## src/rtl/fft_pkg.sv

```systemverilog
//==============================================================================
// Module   : fft_pkg
// Brief    : Shared state encoding, pipeline depth and {imag,real} helpers
//            for the in-place radix-2 FFT sequencer.
// Revision : 1.0 - initial release
//==============================================================================
`default_nettype none

package fft_pkg;

    localparam logic [1:0] c_IDLE  = 2'd0;
    localparam logic [1:0] c_RUN   = 2'd1;
    localparam logic [1:0] c_DRAIN = 2'd2;
    localparam logic [1:0] c_DONE  = 2'd3;

    localparam int PIPE_DEPTH = 2;

    // Helpers work on a 32-bit maximum lane; callers size-cast to their WIDTH.
    localparam int c_MAXW  = 32;
    localparam int c_MAXW2 = 2 * c_MAXW;

    function automatic logic [c_MAXW2-1:0] low_mask(input int unsigned w);
        return {c_MAXW2{1'b1}} >> (c_MAXW2 - w);
    endfunction

    function automatic logic [c_MAXW2-1:0] cplx_pack(input logic [c_MAXW-1:0] re,
                                                     input logic [c_MAXW-1:0] im,
                                                     input int unsigned       w);
        return ({{c_MAXW{1'b0}}, im} << w) | ({{c_MAXW{1'b0}}, re} & low_mask(w));
    endfunction

    function automatic logic [c_MAXW-1:0] cplx_re(input logic [c_MAXW2-1:0] d,
                                                  input int unsigned      w);
        return c_MAXW'(d & low_mask(w));
    endfunction

    function automatic logic [c_MAXW-1:0] cplx_im(input logic [c_MAXW2-1:0] d,
                                                  input int unsigned      w);
        return c_MAXW'(d >> w);
    endfunction

endpackage

`default_nettype wire

```

## src/rtl/fft_addr_gen.sv

```systemverilog
//==============================================================================
// Module   : fft_addr_gen
// Brief    : Combinational (stage, butterfly) -> (addr_a, addr_b, tw_addr).
// Revision : 1.0 - initial release
//==============================================================================
`default_nettype none

module fft_addr_gen #(
    parameter int N_LOG2 = 9,
    parameter int SW     = 4
) (
    input  logic [SW-1:0]     i_stage,
    input  logic [N_LOG2-2:0] i_j,
    output logic [N_LOG2-1:0] o_addr_a,
    output logic [N_LOG2-1:0] o_addr_b,
    output logic [N_LOG2-2:0] o_tw_addr
);

    logic [N_LOG2-1:0] w_half;
    logic [N_LOG2-1:0] w_j;
    logic [N_LOG2-1:0] w_k;
    logic [N_LOG2-1:0] w_a;

    assign w_j    = {1'b0, i_j};
    assign w_half = N_LOG2'(1) << i_stage;
    assign w_k    = w_j & (w_half - N_LOG2'(1));
    // Insert a zero at bit position s of j to form the lower operand index.
    assign w_a    = ((w_j >> i_stage) << (int'(i_stage) + 1)) | w_k;

    assign o_addr_a  = w_a;
    assign o_addr_b  = w_a | w_half;
    assign o_tw_addr = (N_LOG2-1)'(w_k << (N_LOG2 - 1 - int'(i_stage)));

endmodule

`default_nettype wire

```

## src/rtl/fft_sequencer.sv

```systemverilog
//==============================================================================
// Module   : fft_sequencer
// Brief    : In-place radix-2 DIT FFT controller: issues one butterfly per cycle
//            over all stages with a 2-cycle read/compute/write pipeline.
// Revision : 1.0 - initial release
//==============================================================================
`default_nettype none

module fft_sequencer
    import fft_pkg::*;
#(
    parameter int WIDTH  = 16,
    parameter int N_LOG2 = 9,
    parameter int SCALE  = 1
) (
    input  logic                    clk,
    input  logic                    rst_n,
    input  logic                    start,
    output logic                    busy,
    output logic                    done,
    output logic                    rd_en,
    output logic [N_LOG2-1:0]       rd_addr_a,
    output logic [N_LOG2-1:0]       rd_addr_b,
    input  logic [2*WIDTH-1:0]      rd_data_a,
    input  logic [2*WIDTH-1:0]      rd_data_b,
    output logic [N_LOG2-2:0]       tw_addr,
    input  logic [2*WIDTH-1:0]      tw_data,
    output logic [WIDTH-1:0]        bf_a_real,
    output logic [WIDTH-1:0]        bf_a_imag,
    output logic [WIDTH-1:0]        bf_b_real,
    output logic [WIDTH-1:0]        bf_b_imag,
    output logic [WIDTH-1:0]        bf_tw_real,
    output logic [WIDTH-1:0]        bf_tw_imag,
    input  logic signed [WIDTH-1:0] bf_out1_real,
    input  logic signed [WIDTH-1:0] bf_out1_imag,
    input  logic signed [WIDTH-1:0] bf_out2_real,
    input  logic signed [WIDTH-1:0] bf_out2_imag,
    output logic                    wr_en,
    output logic [N_LOG2-1:0]       wr_addr_a,
    output logic [N_LOG2-1:0]       wr_addr_b,
    output logic [2*WIDTH-1:0]      wr_data_a,
    output logic [2*WIDTH-1:0]      wr_data_b
);

    localparam int              c_SW     = $clog2(N_LOG2);
    localparam int              c_JW     = N_LOG2 - 1;
    localparam int              c_CW     = 2 * WIDTH;
    localparam logic [c_JW-1:0] c_LAST_J = '1;
    localparam logic [c_SW-1:0] c_LAST_S = c_SW'(N_LOG2 - 1);

    logic [1:0]              r_state;
    logic [1:0]              w_nxt_state;
    logic [c_SW-1:0]         r_stage;
    logic [c_SW-1:0]         w_nxt_stage;
    logic [c_JW-1:0]         r_j;
    logic [c_JW-1:0]         w_nxt_j;
    logic                    r_drain_cnt;
    logic                    w_nxt_drain_cnt;
    logic                    w_issue;

    logic [N_LOG2-1:0]       w_gen_a;
    logic [N_LOG2-1:0]       w_gen_b;
    logic [N_LOG2-2:0]       w_gen_tw;

    logic                    r_rd_en;
    logic [N_LOG2-1:0]       r_rd_addr_a;
    logic [N_LOG2-1:0]       r_rd_addr_b;
    logic [N_LOG2-2:0]       r_tw_addr;

    logic [PIPE_DEPTH-1:0]   r_pipe_vld;
    logic [N_LOG2-1:0]       r_t1_addr_a;
    logic [N_LOG2-1:0]       r_t1_addr_b;
    logic [N_LOG2-1:0]       r_wr_addr_a;
    logic [N_LOG2-1:0]       r_wr_addr_b;
    logic [c_CW-1:0]         r_wr_data_a;
    logic [c_CW-1:0]         r_wr_data_b;

    logic signed [WIDTH-1:0] w_o1r;
    logic signed [WIDTH-1:0] w_o1i;
    logic signed [WIDTH-1:0] w_o2r;
    logic signed [WIDTH-1:0] w_o2i;

    // ---------------------------------------------------------------- FSM
    always_ff @(posedge clk or negedge rst_n) begin
        if (!rst_n) begin
            r_state     <= c_IDLE;
            r_stage     <= '0;
            r_j         <= '0;
            r_drain_cnt <= 1'b0;
        end else begin
            r_state     <= w_nxt_state;
            r_stage     <= w_nxt_stage;
            r_j         <= w_nxt_j;
            r_drain_cnt <= w_nxt_drain_cnt;
        end
    end

    always_comb begin
        w_nxt_state     = r_state;
        w_nxt_stage     = r_stage;
        w_nxt_j         = r_j;
        w_nxt_drain_cnt = 1'b0;
        case (r_state)
            c_IDLE: begin
                if (start) begin
                    w_nxt_state = c_RUN;
                    w_nxt_stage = '0;
                    w_nxt_j     = '0;
                end
            end
            c_RUN: begin
                if (r_j == c_LAST_J) begin
                    w_nxt_state = c_DRAIN;
                end else begin
                    w_nxt_j = r_j + c_JW'(1);
                end
            end
            c_DRAIN: begin
                // Two drain cycles let the last writes of a stage retire first.
                if (r_drain_cnt) begin
                    if (r_stage == c_LAST_S) begin
                        w_nxt_state = c_DONE;
                    end else begin
                        w_nxt_state = c_RUN;
                        w_nxt_stage = r_stage + c_SW'(1);
                        w_nxt_j     = '0;
                    end
                end else begin
                    w_nxt_drain_cnt = 1'b1;
                end
            end
            c_DONE: begin
                w_nxt_state = c_IDLE;
            end
            default: begin
                w_nxt_state = c_IDLE;
            end
        endcase
    end

    always_comb begin
        busy    = (r_state != c_IDLE);
        done    = (r_state == c_DONE);
        w_issue = (w_nxt_state == c_RUN);
    end

    // ---------------------------------------------------------------- T0
    // Addresses come from the next-state counters so the registered read
    // strobe lines up exactly with the RUN cycles.
    fft_addr_gen #(
        .N_LOG2 (N_LOG2),
        .SW     (c_SW)
    ) u_addr_gen (
        .i_stage   (w_nxt_stage),
        .i_j       (w_nxt_j),
        .o_addr_a  (w_gen_a),
        .o_addr_b  (w_gen_b),
        .o_tw_addr (w_gen_tw)
    );

    always_ff @(posedge clk or negedge rst_n) begin
        if (!rst_n) begin
            r_rd_en     <= 1'b0;
            r_rd_addr_a <= '0;
            r_rd_addr_b <= '0;
            r_tw_addr   <= '0;
        end else begin
            r_rd_en <= w_issue;
            if (w_issue) begin
                r_rd_addr_a <= w_gen_a;
                r_rd_addr_b <= w_gen_b;
                r_tw_addr   <= w_gen_tw;
            end
        end
    end

    // ---------------------------------------------------------------- T1
    assign bf_a_real  = WIDTH'(cplx_re(c_MAXW2'(rd_data_a), WIDTH));
    assign bf_a_imag  = WIDTH'(cplx_im(c_MAXW2'(rd_data_a), WIDTH));
    assign bf_b_real  = WIDTH'(cplx_re(c_MAXW2'(rd_data_b), WIDTH));
    assign bf_b_imag  = WIDTH'(cplx_im(c_MAXW2'(rd_data_b), WIDTH));
    assign bf_tw_real = WIDTH'(cplx_re(c_MAXW2'(tw_data), WIDTH));
    assign bf_tw_imag = WIDTH'(cplx_im(c_MAXW2'(tw_data), WIDTH));

    if (SCALE != 0) begin : g_scale
        assign w_o1r = bf_out1_real >>> 1;
        assign w_o1i = bf_out1_imag >>> 1;
        assign w_o2r = bf_out2_real >>> 1;
        assign w_o2i = bf_out2_imag >>> 1;
    end else begin : g_pass
        assign w_o1r = bf_out1_real;
        assign w_o1i = bf_out1_imag;
        assign w_o2r = bf_out2_real;
        assign w_o2i = bf_out2_imag;
    end

    // ---------------------------------------------------------------- T1/T2
    always_ff @(posedge clk or negedge rst_n) begin
        if (!rst_n) begin
            r_pipe_vld  <= '0;
            r_t1_addr_a <= '0;
            r_t1_addr_b <= '0;
            r_wr_addr_a <= '0;
            r_wr_addr_b <= '0;
            r_wr_data_a <= '0;
            r_wr_data_b <= '0;
        end else begin
            r_pipe_vld <= {r_pipe_vld[PIPE_DEPTH-2:0], r_rd_en};
            if (r_rd_en) begin
                r_t1_addr_a <= r_rd_addr_a;
                r_t1_addr_b <= r_rd_addr_b;
            end
            if (r_pipe_vld[0]) begin
                r_wr_addr_a <= r_t1_addr_a;
                r_wr_addr_b <= r_t1_addr_b;
                r_wr_data_a <= c_CW'(cplx_pack(c_MAXW'(w_o1r), c_MAXW'(w_o1i), WIDTH));
                r_wr_data_b <= c_CW'(cplx_pack(c_MAXW'(w_o2r), c_MAXW'(w_o2i), WIDTH));
            end
        end
    end

    assign rd_en     = r_rd_en;
    assign rd_addr_a = r_rd_addr_a;
    assign rd_addr_b = r_rd_addr_b;
    assign tw_addr   = r_tw_addr;
    assign wr_en     = r_pipe_vld[PIPE_DEPTH-1];
    assign wr_addr_a = r_wr_addr_a;
    assign wr_addr_b = r_wr_addr_b;
    assign wr_data_a = r_wr_data_a;
    assign wr_data_b = r_wr_data_b;

endmodule

`default_nettype wire

```

## config.mk

```make
export PLATFORM = sky130hd
export DESIGN_NAME = fft_sequencer
export DESIGN_NICKNAME = d
export VERILOG_FILES = /design/src/rtl/fft_pkg.sv /design/src/rtl/fft_addr_gen.sv /design/src/rtl/fft_sequencer.sv
export SDC_FILE = /design/constraint.sdc
export NUM_CORES = 1
export LEC_CHECK = 0
export BUFFER_PORTS_ARGS = -buffer_cell sky130_fd_sc_hd__clkbuf_2
export CAP_MARGIN = 20
export CORE_ASPECT_RATIO = 0.7
export CORE_MARGIN = 2
export CORE_UTILIZATION = 31
export DETAILED_ROUTE_END_ITERATION = 10
export PLACE_DENSITY = 0.6
export SYNTH_ARGS = -nofsm -noshare
export SYNTH_HDL_FRONTEND = slang
export SYNTH_SLANG_ARGS = --single-unit
```

## constraint.sdc

```tcl
create_clock -name clk -period 4.6 [get_ports clk]
set_clock_uncertainty 0.2 [all_clocks]
set_input_delay 0.69 -clock clk [delete_from_list [all_inputs] [get_ports clk]]
set_output_delay 0.69 -clock clk [all_outputs]
set_load 0.01 [all_outputs]
```

==> results of run 1 <==
[cells in the final DEF, fill, tap and decap left out, drive strengths merged, types with 12 or more instances in the layout]
master	n
clkbuf	194
dfrtp	140
mux2	99
nor2	32
buf	29
a21oi	26
inv	22
nand2	19
o21ai	17
ha	12
[per-layer routing]
metal / wire (microns) / vias to the layer above
li1: - / 2643
met1: 9960 / 2921
met2: 8260 / 328
met3: 2280 / 23
met4: 166 / 0
met5: 0 / -
[worst max-delay path by stage]
stage | start | endpoint | slack [ns]
finish | r_stage[0] | tw_addr[7] | 0.35
global route | r_stage[0] | tw_addr[7] | 0.12
CTS | r_stage[0] | tw_addr[7] | 0.43
detailed placement | r_stage[0] | tw_addr[7] | 0.47
global placement | start | tw_addr[7] | 0.49
floorplan | r_stage[0] | tw_addr[7] | 0.49
[through the flow]
stage | worst slack (ns) | std cells | util, % | area, sq um
after global routing | 0.119 | 1119 | 36.6 | 9100
after detailed placement | 0.468 | 1088 | 34.1 | 8480
after floorplan | 0.493 | 694 | - | 7910
final | 0.346 | 1119 | 36.6 | 9100
after global placement | 0.492 | 1088 | 34.1 | 8480
after CTS | 0.431 | 1119 | 36.6 | 9100
[power groups by stage]
stage / Combinational, mW / Clock [mW] / Sequential [mW]
6_report: 2.82 / 1.43 / 2.02
5_1_grt: 3.04 / 1.53 / 2.09
4_1_cts: 2.79 / 1.47 / 2.02
3_5_place_dp: 2.77 / 0 / 2.04
3_3_place_gp: 2.76 / 0 / 2.02
2_1_floorplan: 1.83 / 0 / 2.01
[sequential cells by signal, summed over array words and instances (netlist names)]
register / cells
r_drain_cnt: 1
r_j: 8
r_pipe_vld: 2
r_stage: 4
r_state: 2
r_t1_addr_a: 9
r_t1_addr_b: 9
rd_addr_a: 9
rd_addr_b: 9
rd_en: 1
tw_addr: 8
wr_addr_a: 9
wr_addr_b: 9
wr_data_a: 30
wr_data_b: 30
[cells by family after synthesis]
| kind of cell | after synthesis | share of synthesized area, % |
|---|---|---|
| XOR/XNOR | 3 | 0.332 |
| AO/OA/AOI/OAI | 152 | 16.2 |
| flip-flops | 140 | 44.3 |
| adder cells (fa/ha/maj) | 12 | 1.90 |
| AND/OR/NAND/NOR | 128 | 9.59 |
| buffers and inverters | 154 | 12.7 |
| multiplexers | 105 | 14.9 |
[layout make-up]
cell class | instances | share of cell area [%]
Tap cell | 325 | 4.47
Clock buffer | 21 | 5.28
Inverter | 21 | 0.908
Sequential cell | 140 | 38.6
Clock inverter | 10 | 1.49
Multi-Input combinational cell | 400 | 37.3
Timing Repair Buffer | 202 | 12.0
[critical path, stage by stage (launching register included)]
cell and delay [ns]:
dfrtp_1 0.38, inv_1 0.14, ha_1 0.29, and3b_1 0.33, o211ai_4 0.15, nand2_1 0.13
inv_1 0.07, ha_1 0.21, ha_1 0.20, and3_1 0.22, inv_1 0.08, ha_1 0.32
inv_1 0.13, or4_1 0.41, a21oi_1 0.14, o221ai_1 0.18, o211ai_1 0.26, and3_1 0.22
a221o_1 0.12
==> metrics.md, run 1 <==
| Metric | Value |
|---|---|
| Largest net degree at the start of global routing | `98` |
| Final Setup Violations | `0` |
| Crit. End Element | `register` |
| RR Startpoint | `r_stage[0]` |
| Count leader, synth | `dfrtp_1` |
| Synth top area share | `44.3%` |
| Sink Count | `140` |
| Ports | `371` |
| Vias in the first global route | `5442` |
| Net Count, Synth | `869` |
| Total die area | `26800 sq um` |
| Total power | `6.26 mW` |
| Syn. warnings | `0` |
| First-pass GRT wire length | `31700 microns` |
| DR pass1 iterations | `6` |
| Hold-fix buffers at CTS | `0` |
| Post-CTS sizing | `0` |
| Post-synth EDFFs | `0` |
| Worst-Skew Late Latency | `0.43 ns` |
| Setup Total Neg Slack | `0 ns` |
| Distinct cells, synth | `99` |
| Vias post-DR | `5915` |
| Post-synthesis async set-or-reset flop share | `100%` |
| Worst R2R Path Depth | `18` |
| Hold Vio Cnt, Final | `0` |
| Psw | `2.48 mW` |
| Routed wire per std cell | `18.5 microns` |
| Syn Std Cell Area | `7910 sq um` |
| Post-synth top area cell | `dfrtp_1` |
| RSZ-0062 raised after global routing | `no` |
| Worst slew pin tran | `1.04 ns` |
| Reg2reg end | `tw_addr[7]` |
| Multi-input logic area | `3400 sq um` |
| Post-CTS setup buffer count | `0` |
| Synth-to-Final Area Change | `15.0%` |
| Top post-synthesis cells by area | `dfrtp_1, mux2_2, buf_4, ha_1, a21oi_1` |
| PwrDens | `689 nW/um^2` |
| Cell Rows | `48` |
| Worst path required time | `4.76 ns` |
| Num CTS Buffers | `17` |
| Die X | `195 microns` |
| Post-DP HPWL | `15400 microns` |
| #FFs+latches synth | `140` |
| Number of DRC markers in iteration 0 | `428` |
| Root Buffer | `clkbuf_16` |
| Mapped Cells | `694` |
| Final worst path period share | `92.5%` |
| Reg area | `3510 sq um` |
| Crit Path Category | `reg -> reg` |
| Crit start category | `register` |
| WL final | `20700 microns` |
| Switch share | `39.5%` |
| Fin Hold WS | `0.136 ns` |
| Core Box Area | `24900 sq um` |
| Reg clk slew, reported paths | `0.06 ns` |
| Clk pwr share | `22.8%` |
| Synth cell count leaders | `dfrtp_1, buf_4, mux2_2, nor2_1, a21oi_1` |
| Antenna violation net count after detailed routing | `0` |
| DRC Markers | `0` |
| CTS max path bufs | `2` |
| Flop pwr share | `32.2%` |
| Peak supply drop | `336 uV` |
| Synth Flop Type | `dfrtp_1` |
| GR Util met3 | `6.44%` |
| Most used routing layer | `met1` |
| # Max-Cap Violations | `0` |
| Worst EP arrival | `4.42 ns` |
| Combinational power share | `45.0%` |
| Buffers on Ports | `174` |
| CTS tree | `yes` |
| Slew Viols, Final | `0` |
| Max H-tree Level | `4` |
| GPL Wtd Cong | `0.966` |
| Starting Density | `31.8%` |
| Nets | `957` |
| Worst slew margin relative to its limit | `30.7%` |
| Met1 Use GR | `22.5%` |
| GR Overflow Total | `0` |
| Register area share after synthesis | `44.3%` |
| Diodes inserted | `0` |
| Avg Inst Size Synth | `11.4 sq um` |
| Grt met2 use | `20.3%` |
| Min-delay worst type | `in -> async` |
| Lkg Pwr | `4.18 nW` |
| Layout cell share with drive strength beyond 1 | `47.5%` |
| Internal cell power | `3.79 mW` |
| FILL cells | `2448` |
| Vias per inst | `5.29` |
| Initial antenna violation count | `0` |
| All-Layer GR Usage | `15.3%` |
| FMAX | `235 MHz` |
| Die height | `138 microns` |
| Max FO, Critical Path | `7` |
| Outcome | `finished clean` |
| Fin crit period | `4.25 ns` |
| R2R setup slack | `0.35 ns` |
Power figures use the tool's default switching activity.
==> run 2, diff against run 1 <==
--- a/config.mk
+++ b/config.mk
@@ -11,7 +11,7 @@
 export CORE_MARGIN = 2
 export CORE_UTILIZATION = 31
 export DETAILED_ROUTE_END_ITERATION = 10
-export PLACE_DENSITY = 0.6
+export PLACE_DENSITY = 0.62
 export SYNTH_ARGS = -nofsm -noshare
 export SYNTH_HDL_FRONTEND = slang
 export SYNTH_SLANG_ARGS = --single-unit
==> constraint.sdc (replaced) <==
create_clock -name clk -period 3.6 [get_ports clk]
set_clock_uncertainty 0.2 [all_clocks]
set_input_delay 0.18 -clock clk [delete_from_list [all_inputs] [get_ports clk]]
set_output_delay 0.18 -clock clk [all_outputs]
set_load 0.01 [all_outputs]
==> run 2 against run 1 <==
Compared with the run above:
- register-to-register slack worse by 0.28 ns
- highest routed layer unchanged
- sequential power grew 27%
- worst setup slack worse by 0.28 ns
- count of clock-buffer cells in the layout did not move
- combinational power up 44%
- largest power group unchanged
==> metrics.md, run 2 (same netlist as run 1, synthesis figures left out) <==
| Metric | Value |
|---|---|
| Worst slack, placed | `-0.0106 ns (-0.479 ns)` |
| Cell Rows | `48 (unchanged)` |
| Worst EP arrival | `3.64 ns (-0.78 ns)` |
| Layout cell share with drive strength beyond 1 | `49.7% (+2.2 points)` |
| Ports | `371 (unchanged)` |
| Peak supply drop | `397 uV (+18%)` |
| Core Box Area | `24900 sq um (unchanged)` |
| Antenna violation net count after detailed routing | `0 (unchanged)` |
| Most frequent cells in the layout | `clkbuf_2, dfrtp_1, mux2_2` |
| Vias in the first global route | `6099 (+12%)` |
| Worst slew margin relative to its limit | `29.7% (-1.0 points)` |
| Fin crit period | `3.53 ns (-0.720 ns)` |
| FILL cells | `2376 (-2.9%)` |
| Root Buffer | `clkbuf_16` |
| Routed wire per std cell | `18.2 microns (-1.2%)` |
| PwrDens | `821 nW/um^2 (+19%)` |
| Final Util | `40.8% (+4.2 points)` |
| Crit. End Element | `register` |
| Sink Count | `140 (unchanged)` |
| Die X | `195 microns (unchanged)` |
| Worst path required time | `3.71 ns (-1.05 ns)` |
| Placed cell area | `8790 sq um (+3.6%)` |
| Outcome | `finished clean` |
| DR pass1 iterations | `5 (-1)` |
| Crit start category | `register` |
| GR Overflow Total | `0 (unchanged)` |
| GPL Wtd Cong | `0.937 (-3.0%)` |
| Final worst path period share | `98.2% (+5.7 points)` |
| Setup Total Neg Slack | `0 ns (unchanged)` |
| R2R setup slack | `0.07 ns (-0.28 ns)` |
| First-pass GRT wire length | `33800 microns (+6.6%)` |
| Hold Vio Cnt, Final | `0 (unchanged)` |
| Die height | `138 microns (unchanged)` |
| Worst slew pin tran | `1.06 ns (+0.0152 ns)` |
| RSZ-0062 raised after global routing | `yes` |
| Design area | `10100 sq um (+12%)` |
| Largest net degree at the start of global routing | `80 (-18%)` |
| CTS tree | `yes` |
| Final setup margin | `0.0659 ns (-0.280 ns)` |
| WL met1 | `10500 microns (+4.9%)` |
| FMAX | `283 MHz (+20%)` |
| Vias per inst | `5.17 (-2.3%)` |
| Switch share | `39.9% (+0.37 points)` |
| Internal cell power | `5.01 mW (+32%)` |
| Wire length on met2 | `9520 microns (+15%)` |
| Met3 WL | `2040 microns (-10%)` |
| Worst-Skew Late Latency | `0.43 ns (about the same)` |
| Number of DRC markers in iteration 0 | `544 (+27%)` |
| Max FO, Critical Path | `6 (-1)` |
| Lkg Pwr | `4.61 nW (+10%)` |
| Crit Path Category | `reg -> reg` |
| Max H-tree Level | `4 (unchanged)` |
| Num CTS Buffers | `17 (unchanged)` |
| Flop pwr share | `30.9% (-1.3 points)` |
| Total die area | `26800 sq um (unchanged)` |
| Starting Density | `31.8% (unchanged)` |
| Initial antenna violation count | `0 (unchanged)` |
| Combinational power share | `48.9% (+3.9 points)` |
| Nets | `1059 (+11%)` |
| Psw | `3.32 mW (+34%)` |
| Total power | `8.33 mW (+33%)` |
| Clk pwr share | `20.2% (-2.6 points)` |
| Most common cell after layout, fill and taps aside | `clkbuf_2` |
| Min-delay worst type | `in -> reg` |
| Reg clk slew, reported paths | `0.06 ns (about the same)` |
| Buffers on Ports | `174 (unchanged)` |
| Final Setup Violations | `0 (unchanged)` |
| WL final | `22300 microns (+7.7%)` |
| All-Layer GR Usage | `16.4% (+1.1 points)` |
| CTS max path bufs | `2 (unchanged)` |
| Synth-to-Final Area Change | `28.3%` |
| Slew Viols, Final | `0 (unchanged)` |
| Post-DP HPWL | `15800 microns (+2.5%)` |
| Diodes inserted | `0 (unchanged)` |
| # Max-Cap Violations | `0 (unchanged)` |
| Top Metal Used | `met4` |
| DRC Markers | `0 (unchanged)` |
| Vias post-DR | `6303 (+6.6%)` |
==> run 2: cell types whose count changed in the layout (fill, tap and decap cells not counted), sizes merged, moves of 2 or more <==
cell	delta
dlygate4sd3	+61
clkinvlp	+3
bufinv	-2
buf	+40
==> run 2: worst paths after layout <==
| check | startpoint | to | cells past startpoint |
|---|---|---|---|
| max reg2reg | r_stage[0] | tw_addr[7] | 16 |
| max | r_stage[0] | tw_addr[7] | 16 |
| max in group asynchronous | rst_n | wr_data_a[6] | 3 |
| min | start | r_state[0] | 3 |
| min reg2reg | r_t1_addr_b[0] | wr_addr_b[0] | 1 |
| min in group asynchronous | rst_n | wr_data_a[17] | 2 |
==> run 2: layout make-up <==
type	count	area, sq um	share of cell area [%]
repair buffers	304	2010	19.8
inverters	21	85.1	0.839
flip-flops and latches	140	3510	34.6
well taps	325	407	4.01
clock buffers	21	480	4.74
clock inverters	9	87.6	0.863
multi-input cells	400	3570	35.2
==> run 2: power by group through the flow <==
stage | sequential (mW) | clock (mW) | combinational [mW]
2_1_floorplan | 2.58 | 0 | 2.43
3_3_place_gp | 2.58 | 0 | 3.78
3_5_place_dp | 2.60 | 0 | 3.80
4_1_cts | 2.58 | 1.74 | 3.88
5_1_grt | 2.67 | 1.81 | 4.36
6_report | 2.57 | 1.68 | 4.07
==> run 2: metrics by stage <==
| step | cells | hold slack (ns) |
|---|---|---|
| finish | 1220 | 0.0347 |
| global route | 1220 | 0.0591 |
| CTS | 1208 | 0.0152 |
| detailed placement | 1117 | 0.0239 |
| global placement | 1117 | 0.0178 |
| floorplan | 694 | -0.316 |
==> run 2: repair_timing <==
item	4_1_cts	5_1_grt
pin swaps	1	11
cloned	0	0
resized for setup	2	18
hold endpoints to repair	125	0
hold buffers	61	0
setup endpoints to repair	2	16
setup buffers	0	12
==> run 2: worst max-delay path: stages, from the launching register on <==
cell and delay, ns:
dfrtp_2 0.38, inv_4 0.04, ha_4 0.15, and3b_2 0.22, o211ai_4 0.22, nand2_4 0.10
buf_4 0.14, buf_4 0.13, ha_4 0.16, ha_4 0.18, or3_4 0.34, o211ai_1 0.12
a31oi_2 0.14, and2_1 0.17, a311o_1 0.30, and3_1 0.17, a221o_1 0.25
==> run 2: metal layers <==
| layer | global-route usage (%) | vias to the layer above |
|---|---|---|
| li1 | - | 2839 |
| met1 | 22.9 | 3105 |
| met2 | 23.5 | 330 |
| met3 | 5.73 | 29 |
| met4 | 5.05 | 0 |
| met5 | 0 | - |
